[src/rtl/var_table_pkg.sv]
// Shared types for the BCP variable table controller.
// Opcodes, status codes, value encoding and FSM states.
package var_table_pkg;

  typedef enum logic [1:0] {
    OP_READ   = 2'b00,
    OP_WRITE  = 2'b01,
    OP_ASSIGN = 2'b10
  } op_e;

  typedef enum logic [1:0] {
    STS_OK       = 2'b00,
    STS_ALREADY  = 2'b01,
    STS_CONFLICT = 2'b10,
    STS_TIMEOUT  = 2'b11
  } status_e;

  localparam logic [1:0] VAL_UNASSIGNED = 2'b00;
  localparam logic [1:0] VAL_FALSE      = 2'b01;
  localparam logic [1:0] VAL_TRUE       = 2'b10;

  typedef enum logic [2:0] {
    S_IDLE     = 3'd0,
    S_RD_ISSUE = 3'd1,
    S_RD_WAIT  = 3'd2,
    S_DECIDE   = 3'd3,
    S_WR_ISSUE = 3'd4,
    S_WR_WAIT  = 3'd5,
    S_RESP     = 3'd6
  } state_e;

  // Reserved opcode 11 falls back to READ.
  function automatic op_e decode_op(
    input logic [1:0] raw
  );
    unique case (raw)
      2'b01:   return OP_WRITE;
      2'b10:   return OP_ASSIGN;
      default: return OP_READ;
    endcase
  endfunction

endpackage

[src/rtl/var_assign_decide.sv]
// Test-and-set decision for ASSIGN: compares the stored
// 2-bit value with the request and builds the merged word.
module var_assign_decide
  import var_table_pkg::*;
#(
  parameter int DATA_W = 9
) (
  input  logic [DATA_W-1:0] i_word,
  input  logic [1:0]        i_req,
  output logic              o_write,
  output status_e           o_status,
  output logic [DATA_W-1:0] o_wword
);

  logic w_req_ok;
  logic w_unset;
  logic w_skip;
  logic w_fill;
  logic w_same;
  logic w_opp;

  assign w_req_ok = (i_req == VAL_FALSE) ||
                    (i_req == VAL_TRUE);
  // Illegal stored 11 counts as unassigned.
  assign w_unset  = (i_word[1:0] == VAL_UNASSIGNED) ||
                    (i_word[1:0] == 2'b11);

  assign w_skip = !w_req_ok;
  assign w_fill = w_req_ok && w_unset;
  assign w_same = w_req_ok && !w_unset &&
                  (i_word[1:0] == i_req);
  assign w_opp  = w_req_ok && !w_unset &&
                  (i_word[1:0] != i_req);

  assign o_wword = {i_word[DATA_W-1:2], i_req};

  always_comb begin
    o_write  = 1'b0;
    o_status = STS_OK;
    unique case (1'b1)
      w_skip: o_status = STS_OK;
      w_fill: o_write  = 1'b1;
      w_same: o_status = STS_ALREADY;
      w_opp:  o_status = STS_CONFLICT;
      default: o_status = STS_OK;
    endcase
  end

endmodule

[src/rtl/var_table_ctrl.sv]
// Requester-side controller for the BCP variable table:
// sequences READ/WRITE/ASSIGN accesses and returns status.
module var_table_ctrl
  import var_table_pkg::*;
#(
  parameter int DATA_W  = 9,
  parameter int ADDR_W  = 3,
  parameter int TIMEOUT = 8
) (
  input  logic              clock,
  input  logic              reset,
  input  logic              cmd_valid,
  output logic              cmd_ready,
  input  logic [1:0]        cmd_op,
  input  logic [ADDR_W-1:0] cmd_addr,
  input  logic [DATA_W-1:0] cmd_data,
  output logic              rsp_valid,
  input  logic              rsp_ready,
  output logic [DATA_W-1:0] rsp_data,
  output logic [1:0]        rsp_status,
  output logic              tbl_enable,
  output logic              tbl_rd,
  output logic              tbl_wr,
  output logic [ADDR_W-1:0] tbl_addr,
  output logic [DATA_W-1:0] tbl_wdata,
  input  logic [DATA_W-1:0] tbl_rdata,
  input  logic              tbl_work
);

  localparam int CNT_W = $clog2(TIMEOUT + 1);

  state_e            r_state;
  op_e               r_op;
  status_e           r_status;
  logic              r_cmd_ready;
  logic [ADDR_W-1:0] r_addr;
  logic [DATA_W-1:0] r_wdata;
  logic [DATA_W-1:0] r_rsp_data;
  logic [CNT_W-1:0]  r_cnt;

  logic              w_accept;
  logic              w_expired;
  op_e               w_op;
  logic              w_write;
  status_e           w_status;
  logic [DATA_W-1:0] w_wword;

  assign w_op      = decode_op(cmd_op);
  assign w_accept  = cmd_valid && r_cmd_ready;
  assign w_expired = (r_cnt == CNT_W'(TIMEOUT - 1));

  // r_wdata[1:0] still holds the requested value in DECIDE.
  var_assign_decide #(
    .DATA_W (DATA_W)
  ) u_decide (
    .i_word   (r_rsp_data),
    .i_req    (r_wdata[1:0]),
    .o_write  (w_write),
    .o_status (w_status),
    .o_wword  (w_wword)
  );

  always_ff @(posedge clock or negedge reset) begin
    if (!reset) begin
      r_state     <= S_IDLE;
      r_op        <= OP_READ;
      r_status    <= STS_OK;
      r_cmd_ready <= 1'b0;
      r_addr      <= '0;
      r_wdata     <= '0;
      r_rsp_data  <= '0;
      r_cnt       <= '0;
    end else begin
      unique case (r_state)
        S_IDLE: begin
          if (w_accept) begin
            r_cmd_ready <= 1'b0;
            r_op        <= w_op;
            r_addr      <= cmd_addr;
            r_wdata     <= cmd_data;
            r_rsp_data  <= '0;
            r_status    <= STS_OK;
            r_state     <= (w_op == OP_WRITE) ?
                           S_WR_ISSUE : S_RD_ISSUE;
          end else begin
            r_cmd_ready <= 1'b1;
          end
        end
        S_RD_ISSUE: begin
          r_cnt   <= '0;
          r_state <= S_RD_WAIT;
        end
        S_RD_WAIT: begin
          if (tbl_work) begin
            r_rsp_data <= tbl_rdata;
            r_state    <= S_DECIDE;
          end else if (w_expired) begin
            r_rsp_data <= '0;
            r_status   <= STS_TIMEOUT;
            r_state    <= S_RESP;
          end else begin
            r_cnt <= r_cnt + CNT_W'(1);
          end
        end
        S_DECIDE: begin
          if (r_op == OP_ASSIGN && w_write) begin
            r_wdata <= w_wword;
            r_state <= S_WR_ISSUE;
          end else begin
            r_status <= (r_op == OP_ASSIGN) ?
                        w_status : STS_OK;
            r_state  <= S_RESP;
          end
        end
        S_WR_ISSUE: begin
          r_cnt   <= '0;
          r_state <= S_WR_WAIT;
        end
        S_WR_WAIT: begin
          if (tbl_work) begin
            r_status <= STS_OK;
            r_state  <= S_RESP;
          end else if (w_expired) begin
            r_rsp_data <= '0;
            r_status   <= STS_TIMEOUT;
            r_state    <= S_RESP;
          end else begin
            r_cnt <= r_cnt + CNT_W'(1);
          end
        end
        S_RESP: begin
          if (rsp_ready) begin
            r_cmd_ready <= 1'b1;
            r_state     <= S_IDLE;
          end
        end
        default: r_state <= S_IDLE;
      endcase
    end
  end

  assign cmd_ready  = r_cmd_ready;
  assign rsp_valid  = (r_state == S_RESP);
  assign rsp_data   = r_rsp_data;
  assign rsp_status = r_status;
  assign tbl_rd     = (r_state == S_RD_ISSUE);
  assign tbl_wr     = (r_state == S_WR_ISSUE);
  assign tbl_enable = tbl_rd || tbl_wr;
  assign tbl_addr   = r_addr;
  assign tbl_wdata  = r_wdata;

endmodule

[config.mk]
export PLATFORM = sky130hd
export DESIGN_NAME = var_table_ctrl
export DESIGN_NICKNAME = d
export VERILOG_FILES = /design/src/rtl/var_table_pkg.sv /design/src/rtl/var_assign_decide.sv /design/src/rtl/var_table_ctrl.sv
export SDC_FILE = /design/constraint.sdc
export NUM_CORES = 1
export LEC_CHECK = 0
export BUFFER_PORTS_ARGS = -buffer_cell sky130_fd_sc_hd__buf_2
export CAP_MARGIN = 20
export CORE_ASPECT_RATIO = 1.25
export CORE_MARGIN = 2
export CORE_UTILIZATION = 45
export DETAILED_ROUTE_END_ITERATION = 10
export PLACE_DENSITY = 0.74
export SLEW_MARGIN = 0
export SYNTH_ARGS = -nofsm -noshare
export SYNTH_HDL_FRONTEND = slang
export SYNTH_SLANG_ARGS = --single-unit
[constraint.sdc]
create_clock -name clock -period 1.61 [get_ports clock]
set_input_delay 0.4025 -clock clock [delete_from_list [all_inputs] [get_ports clock]]
set_output_delay 0.4025 -clock clock [all_outputs]
set_load 0.02 [all_outputs]
==> results.toml <==
[sta]
slew_violations = 0
fmax_mhz = 578.3
fin_crit_sh_pct = 107.4
setup_viol_count_final = 24
slew_headroom_pct = 72.57
grt_setup_unrepaired = "true"
setup_ws_ps = -119.1
finalHoldViolations = 0
finClkSkew_ps = 8.344
min_period_ps = 1729
tightestPinTransition_ps = 411.4

[detailed_routing]
vias = 1911
wl_per_cell_um = 16.81
routed_wl_um = 5849
vias_per_cell = 5.491
antenna_left = 0
drtIter0Drc = 119
drt_pass1_iterations = 4
drc = 0

[final_layout]
nets = 320
diodes = 0
nFillCells = 312
area_growth_pct = 58.69
layout_commonest_cell = "buf_2"
final_area_mm2 = 0.002970
final_cell_mix = "51 x buf_2, 45 x buf_4, 31 x dfrtp_1"
drive_gt1_share_pct = 57.53

[clock_network]
cts_sinks = 33
cts_tree = "done"
clk_latency_ps = 300
htree_levels = 2
clockBufferDepth = 2
cts_made_buffers = 5
path_clk_slew_ps = 80
root_buffer = "clkbuf_8"

[power]
switching_share_pct = 42.10
switchingPower_uw = 2370
power_frac_clock_pct = 11.2
peakVddDrop_v = 0.001111
internal_power_uw = 3259
pwr-share-seq_pct = 25.0
powerDensity_mw_per_mm2 = 1895
p_comb_share_pct = 63.8
power_uw = 5629
p_leak_uw = 0.001465

[critical_path]
path_class = "reg2out"
path_max_fanout = 5
end_kind = "output pin"
start_kind = "flip-flop"
crit_arrival_ps = 1330
required_ps = 1210

[logic_synthesis]
postSynth.asyncResetShare_pct = 100.0
synth_cell_types = 48
avgSynthCellArea_um2 = 10.28
yosysTopAreaCell = "dfrtp_1"
synth_nets = 211
synth.area.top_cells = "dfrtp_1 44%, mux2_2 10%, a22o_1 3.7%"
synth_top_area_share_pct = 44.12
synth_top_flop_cell = "dfrtp_1"
yosys_warnings = 0
synth-edff-count = 0
ys_seq_elements = 33
syn_area_mm2 = 0.001872
syn-instance-count = 182
ys_seq_area_share_pct = 44.12

[floorplan]
die_area_mm2 = 0.004695
initial_utilization_pct = 46.40
ioPinCount = 56
die_h_um = 76.11
num_rows = 26
die_w_um = 61.69
core_mm2 = 0.004034

[global_route]
grt_pass1_vias = 1818
grt_first_pass_wirelength_um = 8507
antenna_found_initial = 0
grt_start_max_net_pins = 18
track_usage_pct = 24.29
grt-ovfl-total = 0

[placement]
dp.final_hpwl_um = 3446
numPortBuffers = 55
placed_area_mm2 = 0.002485
gp_congestion = 0.8400

[run_status]
failed_checks = "setup timing"
status = "finished, violations left"

[min_path]
hold_class = "in2async"

[run]
drv_cap = 0
## layer usage
layer,part of all wire (%),up-vias,wire [um],track usage [%]
met2,52,67,3035,38.21
li1,-,888,-,-
met1,39,938,2289,30.87
met4,3.5,0,206,8.936
met5,0,-,0,0
met3,5.4,18,318,7.131
## kinds of logic after synthesis
logic type	Yosys count	share of synthesized area, %
compound gates	56	21.13
flops	33	44.12
xor+xnor	2	0.9360
buf+inv	18	4.746
mux	18	10.76
fa+ha+maj	1	0.6683
simple gates	54	17.65
## worst max-delay path: stages, from the launching register on
cell and delay, ps:
dfrtp_2 420, buf_6 140, nand2b_4 80, nor2_4 40, or2_4 220, buf_6 130
## power groups by stage
stage / registers (uW) / clock network (uW) / logic, uW
2_1_floorplan: 1690 / 0 / 1460
3_3_place_gp: 1430 / 0 / 2610
3_5_place_dp: 1430 / 0 / 2660
4_1_cts: 1370 / 634 / 3080
5_1_grt: 1450 / 687 / 3830
6_report: 1410 / 633 / 3590
## worst paths after layout
check	startpoint	endpoint	slack (ps)	cells after the start
worst min register to register	tbl_wdata[6]	tbl_wdata[6]	510	1
worst min-delay path	reset	tbl_addr[0]	20	1
max in group asynchronous	reset	r_state[0]	1140	2
worst max-delay path	r_state[0]	tbl_enable	-120	5
min in group clock	tbl_rdata[8]	rsp_data[8]	320	2
worst max register to register	r_state[0]	tbl_wdata[2]	-90	5
## synthesized netlist by cell type, drive strengths merged, types with 2 or more instances
cell type / n
a211o: 3
a21oi: 13
a22o: 8
a31oi: 6
and3: 2
and3b: 2
buf: 8
clkbuf: 3
dfrtp: 33
inv: 7
mux2: 17
nand2: 8
nand2b: 7
nand3: 5
nand3b: 4
nor2: 11
nor2b: 4
nor3: 3
nor4: 2
o21ai: 12
o22ai: 2
o2bb2ai: 2
xnor2: 2
## cell type report
class                      instances  area [um^2]  area share (%)
timing repair buffer             113        833.3           28.05
tap                               56        70.07           2.359
clock inverter                     3        17.52          0.5897
clock buffer                       5        68.82           2.317
inverter                           7        28.78          0.9688
multi-input combinational        131         1124           37.83
sequential                        33        828.3           27.89
## repair_timing
item,4_1_cts,5_1_grt
endpoints found under the setup margin,28,30
cloned,1,0
pin swaps,3,7
hold buffers,0,0
resized for setup,22,28
setup buffers,7,13
## through the flow
step	std cells	hold slack [ps]	util (%)	setup TNS (ps)	setup slack [ps]
after global routing	348	44.72	73.64	-2514	-156.8
final	348	24.11	73.64	-1028	-119.1
after CTS	335	37.60	67.71	-462.1	-120.8
after detailed placement	320	353.2	61.60	-2472	-160.8
after global placement	320	358.8	61.60	-2098	-140.5
after floorplan	182	106.9	-	0	2.788
## registers in the layout (all words and copies together), names as in the netlist
name / flops
r_state: 3
cmd_ready: 1
rsp_data: 9
tbl_wdata: 9
r_op: 2
r_cnt: 4
tbl_addr: 3
rsp_status: 2
Power figures use the tool's default switching activity.
